==> config.mk <==
export PLATFORM = sky130hd
export DESIGN_NAME = pipe_hazard_ctrl
export DESIGN_NICKNAME = d
export VERILOG_FILES = /design/src/rtl/pipe_ctrl_pkg.sv /design/src/rtl/insn_reg_decode.sv /design/src/rtl/pipe_hazard_ctrl.sv
export SDC_FILE = /design/constraint.sdc
export NUM_CORES = 1
export LEC_CHECK = 0
export ABC_AREA = 1
export BUFFER_PORTS_ARGS = -buffer_cell sky130_fd_sc_hd__buf_2
export CAP_MARGIN = 5
export CELL_PAD_IN_SITES_DETAIL_PLACEMENT = 1
export CELL_PAD_IN_SITES_GLOBAL_PLACEMENT = 1
export CORE_UTILIZATION = 38
export CTS_CLUSTER_DIAMETER = 200
export DETAILED_ROUTE_END_ITERATION = 10
export GPL_ROUTABILITY_DRIVEN = 1
export PLACE_DENSITY_LB_ADDON = 0.1
export SLEW_MARGIN = 30
export SYNTH_ARGS = -nofsm -noshare
export SYNTH_HDL_FRONTEND = slang
export SYNTH_HIERARCHICAL = 1
export SYNTH_SLANG_ARGS = --single-unit
==> constraint.sdc <==
create_clock -name clock -period 3.35 [get_ports clock]
set_clock_uncertainty 0.2 [all_clocks]
set_input_delay 0.67 -clock clock [delete_from_list [all_inputs] [get_ports clock]]
set_output_delay 0.67 -clock clock [all_outputs]
set_load 0.03 [all_outputs]
==> src/rtl/pipe_ctrl_pkg.sv <==
`default_nettype none
// ============================================================================
// Module      : pipe_ctrl_pkg
// Description : Shared types and constants for the 5-stage pipeline sequencing
//               controller: RV32I opcodes, per-stage destination/source record,
//               forwarding select encoding and the register-match helper.
// Revision    : 1.0 - initial release
// ============================================================================
package pipe_ctrl_pkg;

    localparam logic [6:0] c_OP_R      = 7'b0110011;
    localparam logic [6:0] c_OP_R_I    = 7'b0010011;
    localparam logic [6:0] c_OP_LOAD   = 7'b0000011;
    localparam logic [6:0] c_OP_STORE  = 7'b0100011;
    localparam logic [6:0] c_OP_BRANCH = 7'b1100011;
    localparam logic [6:0] c_OP_JAL    = 7'b1101111;
    localparam logic [6:0] c_OP_JALR   = 7'b1100111;
    localparam logic [6:0] c_OP_LUI    = 7'b0110111;
    localparam logic [6:0] c_OP_AUIPC  = 7'b0010111;

    typedef struct packed {
        logic       valid;
        logic [4:0] rd;
        logic       wen;
        logic       is_load;
        logic [4:0] rs1;
        logic [4:0] rs2;
        logic       use1;
        logic       use2;
    } stage_rec_t;

    typedef enum logic [1:0] {
        FWD_RF = 2'd0,
        FWD_M  = 2'd1,
        FWD_W  = 2'd2
    } fwd_sel_t;

    // A consumer source matches a producer only if the producer is live and
    // writes that register. wen is never set for rd==x0, so x0 cannot match.
    function automatic logic rec_match(input logic       use_n,
                                       input logic [4:0] rs,
                                       input stage_rec_t prod);
        return use_n & prod.valid & prod.wen & (prod.rd == rs);
    endfunction

endpackage
`default_nettype wire

==> src/rtl/insn_reg_decode.sv <==
`default_nettype none
// ============================================================================
// Module      : insn_reg_decode
// Description : Combinational register-usage decode of one RV32I instruction.
//   i_instruction  in  32  instruction word
//   o_rs1/o_rs2    out 5   source register fields
//   o_rd           out 5   destination register field
//   o_use1/o_use2  out 1   instruction reads rs1 / rs2
//   o_wen          out 1   instruction writes a non-zero rd
//   o_is_load      out 1   instruction is a load
// Revision    : 1.0 - initial release
// ============================================================================
module insn_reg_decode
    import pipe_ctrl_pkg::*;
(
    input  logic [31:0] i_instruction,
    output logic [4:0]  o_rs1,
    output logic [4:0]  o_rs2,
    output logic [4:0]  o_rd,
    output logic        o_use1,
    output logic        o_use2,
    output logic        o_wen,
    output logic        o_is_load
);

    logic [6:0] w_opcode;
    logic       w_writes;
    logic       w_unused_fields;

    assign w_opcode        = i_instruction[6:0];
    assign o_rd            = i_instruction[11:7];
    assign o_rs1           = i_instruction[19:15];
    assign o_rs2           = i_instruction[24:20];
    assign w_unused_fields = ^{i_instruction[31:25], i_instruction[14:12]};

    always_comb begin
        o_use1    = 1'b0;
        o_use2    = 1'b0;
        w_writes  = 1'b0;
        o_is_load = 1'b0;
        case (w_opcode)
            c_OP_R:      begin o_use1 = 1'b1; o_use2 = 1'b1; w_writes = 1'b1; end
            c_OP_R_I:    begin o_use1 = 1'b1; w_writes = 1'b1; end
            c_OP_LOAD:   begin o_use1 = 1'b1; w_writes = 1'b1; o_is_load = 1'b1; end
            c_OP_STORE:  begin o_use1 = 1'b1; o_use2 = 1'b1; end
            c_OP_BRANCH: begin o_use1 = 1'b1; o_use2 = 1'b1; end
            c_OP_JALR:   begin o_use1 = 1'b1; w_writes = 1'b1; end
            c_OP_JAL:    w_writes = 1'b1;
            c_OP_LUI:    w_writes = 1'b1;
            c_OP_AUIPC:  w_writes = 1'b1;
            default:     ;
        endcase
    end

    assign o_wen = w_writes & (o_rd != 5'd0);

endmodule
`default_nettype wire

==> src/rtl/pipe_hazard_ctrl.sv <==
`default_nettype none
// ============================================================================
// Module      : pipe_hazard_ctrl
// Description : Stall / kill / bubble sequencing and operand-forwarding select
//               generation for a 5-stage (F D E M W) RV32I pipeline. Tracks the
//               register records of the instructions in E, M and W.
//   clock, reset            core clock, synchronous active-high reset
//   d_valid, d_instruction  live instruction in D
//   e_br_taken, e_jp_taken  redirect resolved in E
//   m_mem_busy              data memory not ready, freezes the pipe
//   f_stall, d_stall        hold PC/F->D and D->E registers
//   f_kill, e_bubble        squash F->D, inject bubble into D->E
//   e/m/w_valid             stage valid bits
//   fwd_sel_1, fwd_sel_2    E operand source (0 RF, 1 M, 2 W)
//   stall_count            hazard-stall cycle counter (wraps)
// Build option: PIPE_CTRL_FORWARDING_EN enables M/W forwarding; only
//               load-use against E stalls. Without it any RAW against
//               E/M/W stalls and the forwarding selects are held at 0.
// Revision    : 1.0 - initial release
// ============================================================================
module pipe_hazard_ctrl
    import pipe_ctrl_pkg::*;
(
    input  logic        clock,
    input  logic        reset,
    input  logic        d_valid,
    input  logic [31:0] d_instruction,
    input  logic        e_br_taken,
    input  logic        e_jp_taken,
    input  logic        m_mem_busy,
    output logic        f_stall,
    output logic        d_stall,
    output logic        f_kill,
    output logic        e_bubble,
    output logic        e_valid,
    output logic        m_valid,
    output logic        w_valid,
    output logic [1:0]  fwd_sel_1,
    output logic [1:0]  fwd_sel_2,
    output logic [31:0] stall_count
);

    stage_rec_t  r_e;
    stage_rec_t  r_m;
    stage_rec_t  r_w;
    logic [31:0] r_stall_count;

    stage_rec_t  w_d;
    stage_rec_t  w_e_next;
    logic [4:0]  w_rs1;
    logic [4:0]  w_rs2;
    logic [4:0]  w_rd;
    logic        w_use1;
    logic        w_use2;
    logic        w_wen;
    logic        w_is_load;
    logic        w_raw;
    logic        w_redirect;
    logic        w_hazard;
    logic        w_count_en;
    fwd_sel_t    w_fwd1;
    fwd_sel_t    w_fwd2;
    logic        w_unused_rec;

    insn_reg_decode u_decode (
        .i_instruction (d_instruction),
        .o_rs1         (w_rs1),
        .o_rs2         (w_rs2),
        .o_rd          (w_rd),
        .o_use1        (w_use1),
        .o_use2        (w_use2),
        .o_wen         (w_wen),
        .o_is_load     (w_is_load)
    );

    always_comb begin
        w_d         = '0;
        w_d.valid   = d_valid;
        w_d.rd      = w_rd;
        w_d.wen     = w_wen;
        w_d.is_load = w_is_load;
        w_d.rs1     = w_rs1;
        w_d.rs2     = w_rs2;
        w_d.use1    = w_use1;
        w_d.use2    = w_use2;
    end

`ifdef PIPE_CTRL_FORWARDING_EN
    // Everything except a load result still in E can be forwarded.
    assign w_raw = r_e.is_load &
                   (rec_match(w_d.use1, w_d.rs1, r_e) | rec_match(w_d.use2, w_d.rs2, r_e));

    always_comb begin
        w_fwd1 = FWD_RF;
        w_fwd2 = FWD_RF;
        if (rec_match(r_e.use1, r_e.rs1, r_m))      w_fwd1 = FWD_M;
        else if (rec_match(r_e.use1, r_e.rs1, r_w)) w_fwd1 = FWD_W;
        if (rec_match(r_e.use2, r_e.rs2, r_m))      w_fwd2 = FWD_M;
        else if (rec_match(r_e.use2, r_e.rs2, r_w)) w_fwd2 = FWD_W;
    end
`else
    // Register file is read-before-write, so even a W producer conflicts.
    assign w_raw = rec_match(w_d.use1, w_d.rs1, r_e) | rec_match(w_d.use2, w_d.rs2, r_e) |
                   rec_match(w_d.use1, w_d.rs1, r_m) | rec_match(w_d.use2, w_d.rs2, r_m) |
                   rec_match(w_d.use1, w_d.rs1, r_w) | rec_match(w_d.use2, w_d.rs2, r_w);

    assign w_fwd1 = FWD_RF;
    assign w_fwd2 = FWD_RF;
`endif

    assign w_redirect = e_br_taken | e_jp_taken;
    assign w_hazard   = d_valid & w_raw;

    always_comb begin
        f_stall    = 1'b0;
        d_stall    = 1'b0;
        f_kill     = 1'b0;
        e_bubble   = 1'b0;
        w_count_en = 1'b0;
        if (m_mem_busy) begin
            f_stall = 1'b1;
            d_stall = 1'b1;
        end else if (w_redirect) begin
            // D holds a wrong-path instruction, so its hazard is irrelevant.
            f_kill   = 1'b1;
            e_bubble = 1'b1;
        end else if (w_hazard) begin
            f_stall    = 1'b1;
            d_stall    = 1'b1;
            e_bubble   = 1'b1;
            w_count_en = 1'b1;
        end
    end

    // Bubbles are loaded as all-zero records so no stale source fields can
    // drive the forwarding selects.
    assign w_e_next = (d_valid & ~e_bubble) ? w_d : '0;

    always_ff @(posedge clock) begin
        if (reset) begin
            r_e           <= '0;
            r_m           <= '0;
            r_w           <= '0;
            r_stall_count <= '0;
        end else if (!m_mem_busy) begin
            r_w <= r_m;
            r_m <= r_e;
            r_e <= w_e_next;
            if (w_count_en) begin
                r_stall_count <= r_stall_count + 32'd1;
            end
        end
    end

    // Source fields of M/W (and of E without forwarding) are carried only to
    // keep one record type across stages.
    assign w_unused_rec = ^{r_e.is_load, r_e.rs1, r_e.rs2, r_e.use1, r_e.use2,
                            r_m.is_load, r_m.rs1, r_m.rs2, r_m.use1, r_m.use2,
                            r_w.is_load, r_w.rs1, r_w.rs2, r_w.use1, r_w.use2};

    assign e_valid     = r_e.valid;
    assign m_valid     = r_m.valid;
    assign w_valid     = r_w.valid;
    assign fwd_sel_1   = w_fwd1;
    assign fwd_sel_2   = w_fwd2;
    assign stall_count = r_stall_count;

endmodule
`default_nettype wire

==> results.cfg, run 1 <==
[outcome]
status = complete, no violations

[setup_path]
cpLargestDelayFamily = simple AND/OR/NAND/NOR gates
r2r_end = stall_count[30]
r2r-start = stall_count[0]
reg2reg_depth = 9
crit_path_end = f_stall
path_cells = buf_2 > inv_2 > nand2_2 > nor2_4 > inv_2 > o211ai_1 > nand3_1 > nor2_1 > nand3_1 > nand2_1 > nor2_4 > nand2_4 > nand2_4 > nand2_4 > buf_6
r2r_slack_ns = 1.12
end_kind = output pin
critPathArrivalTime_ns = 2.31
critPathLaunch = d_instruction[3]
critical_path.max_fanout = 5
cp_common_cell = nand2_4
cp_num_cells = 15
crit_required_ns = 2.48
crit_type = primary input to output pin
critPathSlowestCell = o211ai_1
startpoint_type = primary input
critical_path.max_stage_delay_ns = 0.28
path_buf_inv = 4

[flow_run]
drv_cap = 0

[yosys]
yosys_warnings = 6
avgSynthCellArea_sq_um = 6.262
synth_cells = 596
synthesis.area_sq_um = 3732

[pwr]
peakVddDrop_uv = 156.4
p_leak_nw = 1.869
cellPowerDensity_nw_per_um2 = 304.3

[route]
wl_um = 11470
vias = 3846
drtIter0Drc = 174
dr.pass1.iters = 4
drt.antenna.violating_nets = 0
routed_via_density = 4.982
drc = 0
wire_per_inst_um = 14.86

[floorplan]
core.rowCount = 35
die-area_sq_um = 10220
die_h_um = 101.1
die_w_um = 101.1
coreArea_sq_um = 9371
start_util = 0.3983
pin_count = 81

[clock_network]
cts_hold_buf = 0
clock_latency_ns = 0.31
cts_sinks = 53
cts_buffers = 5
tritoncts = built
cts_root_buffer = clkbuf_8
htree_levels = 2
clk_pin_slew_worst_paths_ns = 0.10
cts_buffer_depth = 2

[placed_design]
dpl.hpwl_um = 9127
portBuffers = 66
gp_routability_congestion = 0.9027
place_area_sq_um = 4033
dp.cells = 761

[layout]
drive_gt1_frac = 0.1913
nets = 681
n_antenna_cell = 0
fin_area_sq_um = 4224
fin_cells = 772
areaGrowthSynthToFinish_pct = 13.17
nFillCells = 1300

[min_path]
hold_class = flop to flop
hold_depth = 2

[sta]
clock.fmax_mhz = 314.7
tightest_slew_ns = 0.6560
rsz0062_at_grt = no
fin_crit_ns = 3.178
slew_violations = 0
finalHoldViolCount = 0
maxSlewHeadroom = 0.5622
setup_violations = 0
final.period_utilization = 0.9487

[global_routing]
grt_pass1_vias = 3738
grt.total_usage = 0.2342
grt-ovfl-total = 0
antenna_found_initial = 0
grt_pass1_wl_um = 18860
grt_max_degree = 33
[per-layer routing]
metal  track usage  up-vias  part of all wire
met1        0.3668     1781              0.53
met3       0.02427        6             0.049
li1              -     1973                 -
met5             0        -                 0
met4       0.04459        0            0.0098
met2        0.3428       86              0.41
[metrics by stage]
step / util / setup TNS, ns / worst slack [ns] / total power [mW] / hold slack, ns
2_1_floorplan: - / 0 / 0.2175 / 0.7919 / 0.2683
3_3_place_gp: 0.4303 / 0 / 0.1042 / 0.8244 / 0.2861
3_5_place_dp: 0.4303 / -0.03121 / -0.01899 / 0.8309 / 0.2925
4_1_cts: 0.4437 / 0 / 0.009615 / 1.305 / 0.3089
5_1_grt: 0.4507 / 0 / 0.006560 / 1.349 / 0.3381
6_report: 0.4507 / 0 / 0.1719 / 1.285 / 0.3115
[power breakdown]
part	switching, mW	total, mW	leakage [nW]	internal, mW
sequential	0.0126	0.654	0.430	0.642
combinational	0.115	0.167	1.38	0.0524
clock	0.219	0.463	0.0585	0.244
[layout by cell type (no fill, tap or decap), drive strengths merged]
master  count
ha          1
nor3       16
o21ai      20
nand3      31
xnor2       4
nor3b       1
nand3b      1
nor4        1
and2        1
nand2     171
nor2       78
bufinv      1
conb        4
o211ai      1
buf        76
xor2       22
a21oi      44
clkbuf      7
dfxtp      53
inv        70
nand4      37
o21bai      3
[tightest hold or removal path: stages, from the launching register on]
cell and delay [ns]:
dfxtp_1 0.35, nand2_1 0.07, a21oi_1 0.06
[repair_timing]
| action | 4_1_cts | 5_1_grt |
|---|---|---|
| endpoints found under the setup margin | 2 | 3 |
| resized for setup | 3 | 15 |
| buffers inserted | 0 | 3 |
| pin swaps | 1 | 5 |
[worst min path at each step]
stage                     slack, ns         endpoint             from
final                          0.31          r_e[14]          r_e[14]
after global routing           0.34          r_e[13]          r_e[13]
after CTS                      0.31          r_e[14]          r_e[14]
after detailed placement       0.29          r_e[14]          r_e[14]
after global placement         0.29  stall_count[28]  stall_count[28]
after floorplan                0.27          r_e[13]          r_e[13]
[sequential cells by signal, indices dropped and copies added, names as in the netlist]
signal	count
m_valid	1
r_w	6
r_m	6
e_valid	1
w_valid	1
r_e	6
stall_count	32
[layout make-up]
cell class | instances | area [sq um] | area share
multi-input combinational | 436 | 2198 | 0.5204
sequential | 53 | 1061 | 0.2512
timing repair buffer | 76 | 424.2 | 0.1004
inverter | 70 | 262.8 | 0.06220
tap | 129 | 161.4 | 0.03821
clock buffer | 7 | 86.33 | 0.02044
clock inverter | 1 | 30.03 | 0.007109
Power figures use the tool's default switching activity.
==> inputs of run 2 (changes only) <==
CELL_PAD_IN_SITES_DETAIL_PLACEMENT = unset   (was 1)
CELL_PAD_IN_SITES_GLOBAL_PLACEMENT = unset   (was 1)
CORE_UTILIZATION = 55   (was 38)
PLACE_DENSITY = 0.81   (was unset)
PLACE_DENSITY_LB_ADDON = unset   (was 0.1)
==> run 2 against run 1 <==
The flow now finishes with violations (design-rule violations). Final cell count decreased by 7.0%. Final area decreased by 2.5%. Sequential power about the same. Non-clock buffer count decreased by 2. Sequential cell count unchanged. First-iteration DRC count increased by 84%. Count of clock-buffer cells in the layout unchanged. Power decreased by 1.1%. Die area decreased by 30%. Core utilization increased by 19 points. Global-route usage increased by 4.2 points. Highest routed layer unchanged.
==> results.cfg, run 2 (synthesis gave the netlist of run 1 again) <==
[floorplan]
die_h_um = 84.38
core.rowCount = 29
start_util = 0.5779
coreArea_sq_um = 6459
die-area_sq_um = 7119
pin_count = 81
die_w_um = 84.38

[layout]
nFillCells = 622
areaGrowthSynthToFinish_pct = 10.36
n_antenna_cell = 0
nets = 679
drive_gt1_frac = 0.1841
fin_cells = 718
largest_reg_flops = 32
fin_area_sq_um = 4119
layout_commonest_cell = nand2_1
final_cell_mix = 160 x nand2_1, 68 x nor2_1, 66 x inv_1, 63 x buf_2, 53 x dfxtp_1

[route]
highest_layer = met4
wl_um = 9547
wl_met1_um = 4785
met3WireLength_um = 658
drc = 11
wl_met2_um = 3970
wire_per_inst_um = 13.30
vias = 3916
drtIter0Drc = 321
drt.antenna.violating_nets = 0
routed_via_density = 5.454
dr.pass1.iters = 8

[pwr]
p_leak_nw = 1.842
p_int_uw = 936.2
clockPowerShare = 0.361
sw_frac_of_total = 0.2636
pwr-share-seq = 0.515
peakVddDrop_uv = 188.7
netSwitchingPower_uw = 335.1
cellPowerDensity_nw_per_um2 = 308.7
pwr-share-comb = 0.124

[global_routing]
grt_pass1_vias = 3406
grt-ovfl-total = 0
antenna_found_initial = 0
grt.total_usage = 0.2764
grt_pass1_wl_um = 16020
grt_max_degree = 34

[flow_run]
drv_cap = 0

[sta]
setup_violations = 0
fin_crit_ns = 3.219
maxSlewHeadroom = 0.5704
clock.fmax_mhz = 310.6
finalHoldViolCount = 0
final.period_utilization = 0.9610
tightest_slew_ns = 0.6437
timing.hold.ws_ns = 0.3000
slew_violations = 0

[min_path]
hold_depth = 2
hold_class = flop to flop

[setup_path]
end_kind = output pin
critPathArrivalTime_ns = 2.35
crit_required_ns = 2.48
r2r_slack_ns = 1.20
startpoint_type = primary input
reg2reg_depth = 11
critical_path.max_fanout = 5
crit_type = primary input to output pin

[clock_network]
cts_hold_buf = 0
cts_root_buffer = clkbuf_8
cts_sinks = 53
cts_buffer_depth = 2
htree_levels = 2
cts_buffers = 5
tritoncts = built
clock_latency_ns = 0.31
clk_pin_slew_worst_paths_ns = 0.09

[placed_design]
place_area_sq_um = 3968
dpl.hpwl_um = 7319
dp.cells = 709
gp_routability_congestion = 0.9674
portBuffers = 66

[outcome]
status = finished with violations
violations = design-rule violations
## run 2: path summary, 6_finish.rpt
path	from	end
worst max-delay path	d_instruction[2]	d_stall
worst min-delay path	stall_count[28]	stall_count[28]
worst max register to register	stall_count[0]	stall_count[18]
worst min register to register	stall_count[28]	stall_count[28]
## run 2: routing by layer
metal / vias up / track usage
met5: - / 0
met2: 151 / 0.4106
met1: 1764 / 0.4228
li1: 1983 / -
met3: 18 / 0.03048
met4: 0 / 0.07396
## run 2: area by class of cell
| cell class | count | area [sq um] | share of cell area |
|---|---|---|---|
| Multi-Input combinational cell | 436 | 2185 | 0.5304 |
| Inverter | 70 | 262.8 | 0.06379 |
| Clock inverter | 1 | 30.03 | 0.007290 |
| Clock buffer | 7 | 86.33 | 0.02096 |
| Timing Repair Buffer | 74 | 397.9 | 0.09660 |
| Tap cell | 77 | 96.34 | 0.02339 |
| Sequential cell | 53 | 1061 | 0.2576 |
## run 2: metrics by stage
step	setup slack, ns	power, mW	util	TNS, ns
global placement	0.1108	0.8176	0.6143	0
finish	0.1305	1.271	0.6377	0
floorplan	0.2175	0.7919	-	0
global route	-0.02400	1.324	0.6377	-0.06792
CTS	0.07524	1.275	0.6323	0
detailed placement	0.07997	0.8228	0.6143	0
## run 2: worst max-delay path, stage by stage
cell	delay, ns
buf_2	0.11
inv_1	0.06
nand2_1	0.08
nor2_4	0.11
inv_2	0.05
o211ai_1	0.29
nand3_1	0.16
a21oi_2	0.13
nand3_1	0.09
nand2_2	0.10
nor2_4	0.05
nand2_4	0.09
nand2_2	0.10
nand2_2	0.09
buf_4	0.16
## run 2: repair_timing
action / in CTS / in global routing
buffers inserted: 0 / 1
resized for setup: 0 / 11
endpoints found under the setup margin: 0 / 3
## run 2: power by group through the flow
stage / clock, mW / combinational [mW] / sequential [mW]
detailed placement: 0 / 0.154 / 0.669
floorplan: 0 / 0.122 / 0.670
global placement: 0 / 0.150 / 0.668
CTS: 0.466 / 0.155 / 0.654
global route: 0.491 / 0.177 / 0.656
finish: 0.459 / 0.158 / 0.654
==> inputs of run 3 (changes only) <==
CORE_UTILIZATION = 50   (was 55)
CTS_CLUSTER_SIZE = 30   (was unset)
PLACE_DENSITY = 0.77   (was 0.81)
clock period = 2.7 ns   (was 3.35 ns; I/O delays follow)
==> run 3 against run 2 <==
The flow finishes with violations (negative setup slack). Non-clock buffer count is 11 higher. Critical path type unchanged. Global-route usage decreased by 1.1 points. Sequential share of layout area is 1.1 points lower. Clock power grew 2%. Critical path depth stayed put. Largest power group unchanged. Worst setup slack lost 0.22 ns. Final cell count up 4.9%.
==> results.cfg, run 3 (synthesis gave the netlist of run 1 again) <==
[floorplan]
die_h_um = 88.40
die_w_um = 88.40
die-area_sq_um = 7815
pin_count = 81
core.rowCount = 31
coreArea_sq_um = 7253
start_util = 0.5146

[clock_network]
cts_root_buffer = clkbuf_8
cts_buffer_depth = 2
cts_hold_buf = 0
clock_latency_ns = 0.31
cts_buffers = 5
clk_pin_slew_worst_paths_ns = 0.10
tritoncts = built
cts_sinks = 53
htree_levels = 2

[route]
wire_per_inst_um = 13.80
routed_via_density = 5.315
drc = 0
drt.antenna.violating_nets = 0
wl_um = 10400
highest_layer = met4
met3WireLength_um = 683
drtIter0Drc = 331
vias = 4002
wl_met1_um = 4699
wl_met2_um = 4850
dr.pass1.iters = 5

[placed_design]
gp_routability_congestion = 0.9184
portBuffers = 66
dpl.hpwl_um = 7595
place_area_sq_um = 4095

[pwr]
p_int_mw = 1.055
cellPowerDensity_nw_per_um2 = 348.1
sw_frac_of_total = 0.2960
p_leak_nw = 1.903
peakVddDrop_uv = 197.4
clockPowerShare = 0.312
pwr-share-seq = 0.542
pwr-share-comb = 0.146
netSwitchingPower_uw = 443.6

[flow_run]
drv_cap = 0

[setup_path]
critical_path.max_fanout = 3
startpoint_type = primary input
critPathArrivalTime_ns = 2.05
r2r-start = r_e[16]
crit_required_ns = 1.96
crit_type = primary input to output pin
end_kind = output pin
critPathLaunch = d_instruction[2]

[sta]
setup_violations = 3
setup_ws_ns = -0.08898
clock.fmax_mhz = 358.6
slew_violations = 0
fin_crit_ns = 2.789
rsz0062_at_grt = yes
final.period_utilization = 1.033
finalHoldViolCount = 0
maxSlewHeadroom = 0.5987
timing.hold.ws_ns = 0.3057
tightest_slew_ns = 0.6013

[layout]
nets = 692
largest_reg_flops = 32
areaGrowthSynthToFinish_pct = 15.35
fin_area_sq_um = 4305
layout_commonest_cell = nand2_1
drive_gt1_frac = 0.2064
n_antenna_cell = 0
final_cell_mix = 159 x nand2_1, 68 x nor2_1, 63 x inv_1, 60 x buf_2, 53 x dfxtp_1

[min_path]
min-delay-start = stall_count[28]
hold_class = flop to flop

[global_routing]
grt-ovfl-total = 0
grt_pass1_wl_um = 16140
grt_pass1_vias = 3353
grt_max_degree = 33
antenna_found_initial = 0
grt.total_usage = 0.2652

[outcome]
violations = negative setup slack
status = finished with violations
## run 3: layer usage
layer,global-route usage,vias up
li1,-,2011
met1,0.3638,1830
met2,0.4399,144
met3,0.03545,17
met4,0.06745,0
met5,0,-
## run 3: final timing paths
| check | end | slack [ns] | cells past startpoint |
|---|---|---|---|
| worst max register to register | stall_count[21] | 0.52 | 15 |
| worst min-delay path | stall_count[28] | 0.31 | 2 |
| worst max-delay path | d_stall | -0.09 | 15 |
| worst min register to register | stall_count[28] | 0.31 | 2 |
## run 3: through the flow
stage	TNS (ns)	cells	total power, mW	util	worst slack (ns)
after global placement	-2.804	741	1.023	0.5646	-0.1735
after CTS	-0.2855	750	1.496	0.5836	-0.1015
after detailed placement	-3.941	741	1.030	0.5646	-0.2041
after global routing	-0.5607	753	1.564	0.5936	-0.1946
after floorplan	0	599	0.9840	-	0.006835
final	-0.2468	753	1.499	0.5936	-0.08898
## run 3: power groups by stage
stage          Clock [mW]  Sequential, mW  Combinational, mW
2_1_floorplan           0           0.831              0.153
6_report            0.468           0.812              0.219
3_3_place_gp            0           0.828              0.195
5_1_grt             0.509           0.815              0.240
4_1_cts             0.477           0.811              0.208
3_5_place_dp            0           0.829              0.201
## run 3: cell type report
class / instances / area, sq um
clock inverter: 2 / 15.01
fill: 730 / 2948
sequential: 53 / 1061
timing repair buffer: 85 / 526.8
tap: 99 / 123.9
inverter: 70 / 270.3
multi-input combinational: 438 / 2236
clock buffer: 6 / 72.57
## run 3: critical path, stage by stage
cell,delay [ns]
buf_8,0.10
inv_6,0.05
nand2_4,0.05
nor2_4,0.09
inv_2,0.04
o211ai_1,0.31
nand3_1,0.15
a21oi_2,0.12
nand3_1,0.10
nand2_2,0.10
nor2_4,0.04
nand2_4,0.08
nand2_4,0.06
nand2_4,0.09
buf_6,0.13
## run 3: timing repair
action                     in CTS  in global routing
pin swaps                      10                  8
gates resized for setup        14                 11
setup endpoints to repair       3                 28
gates cloned                    0                  2
setup buffers                   1                  2
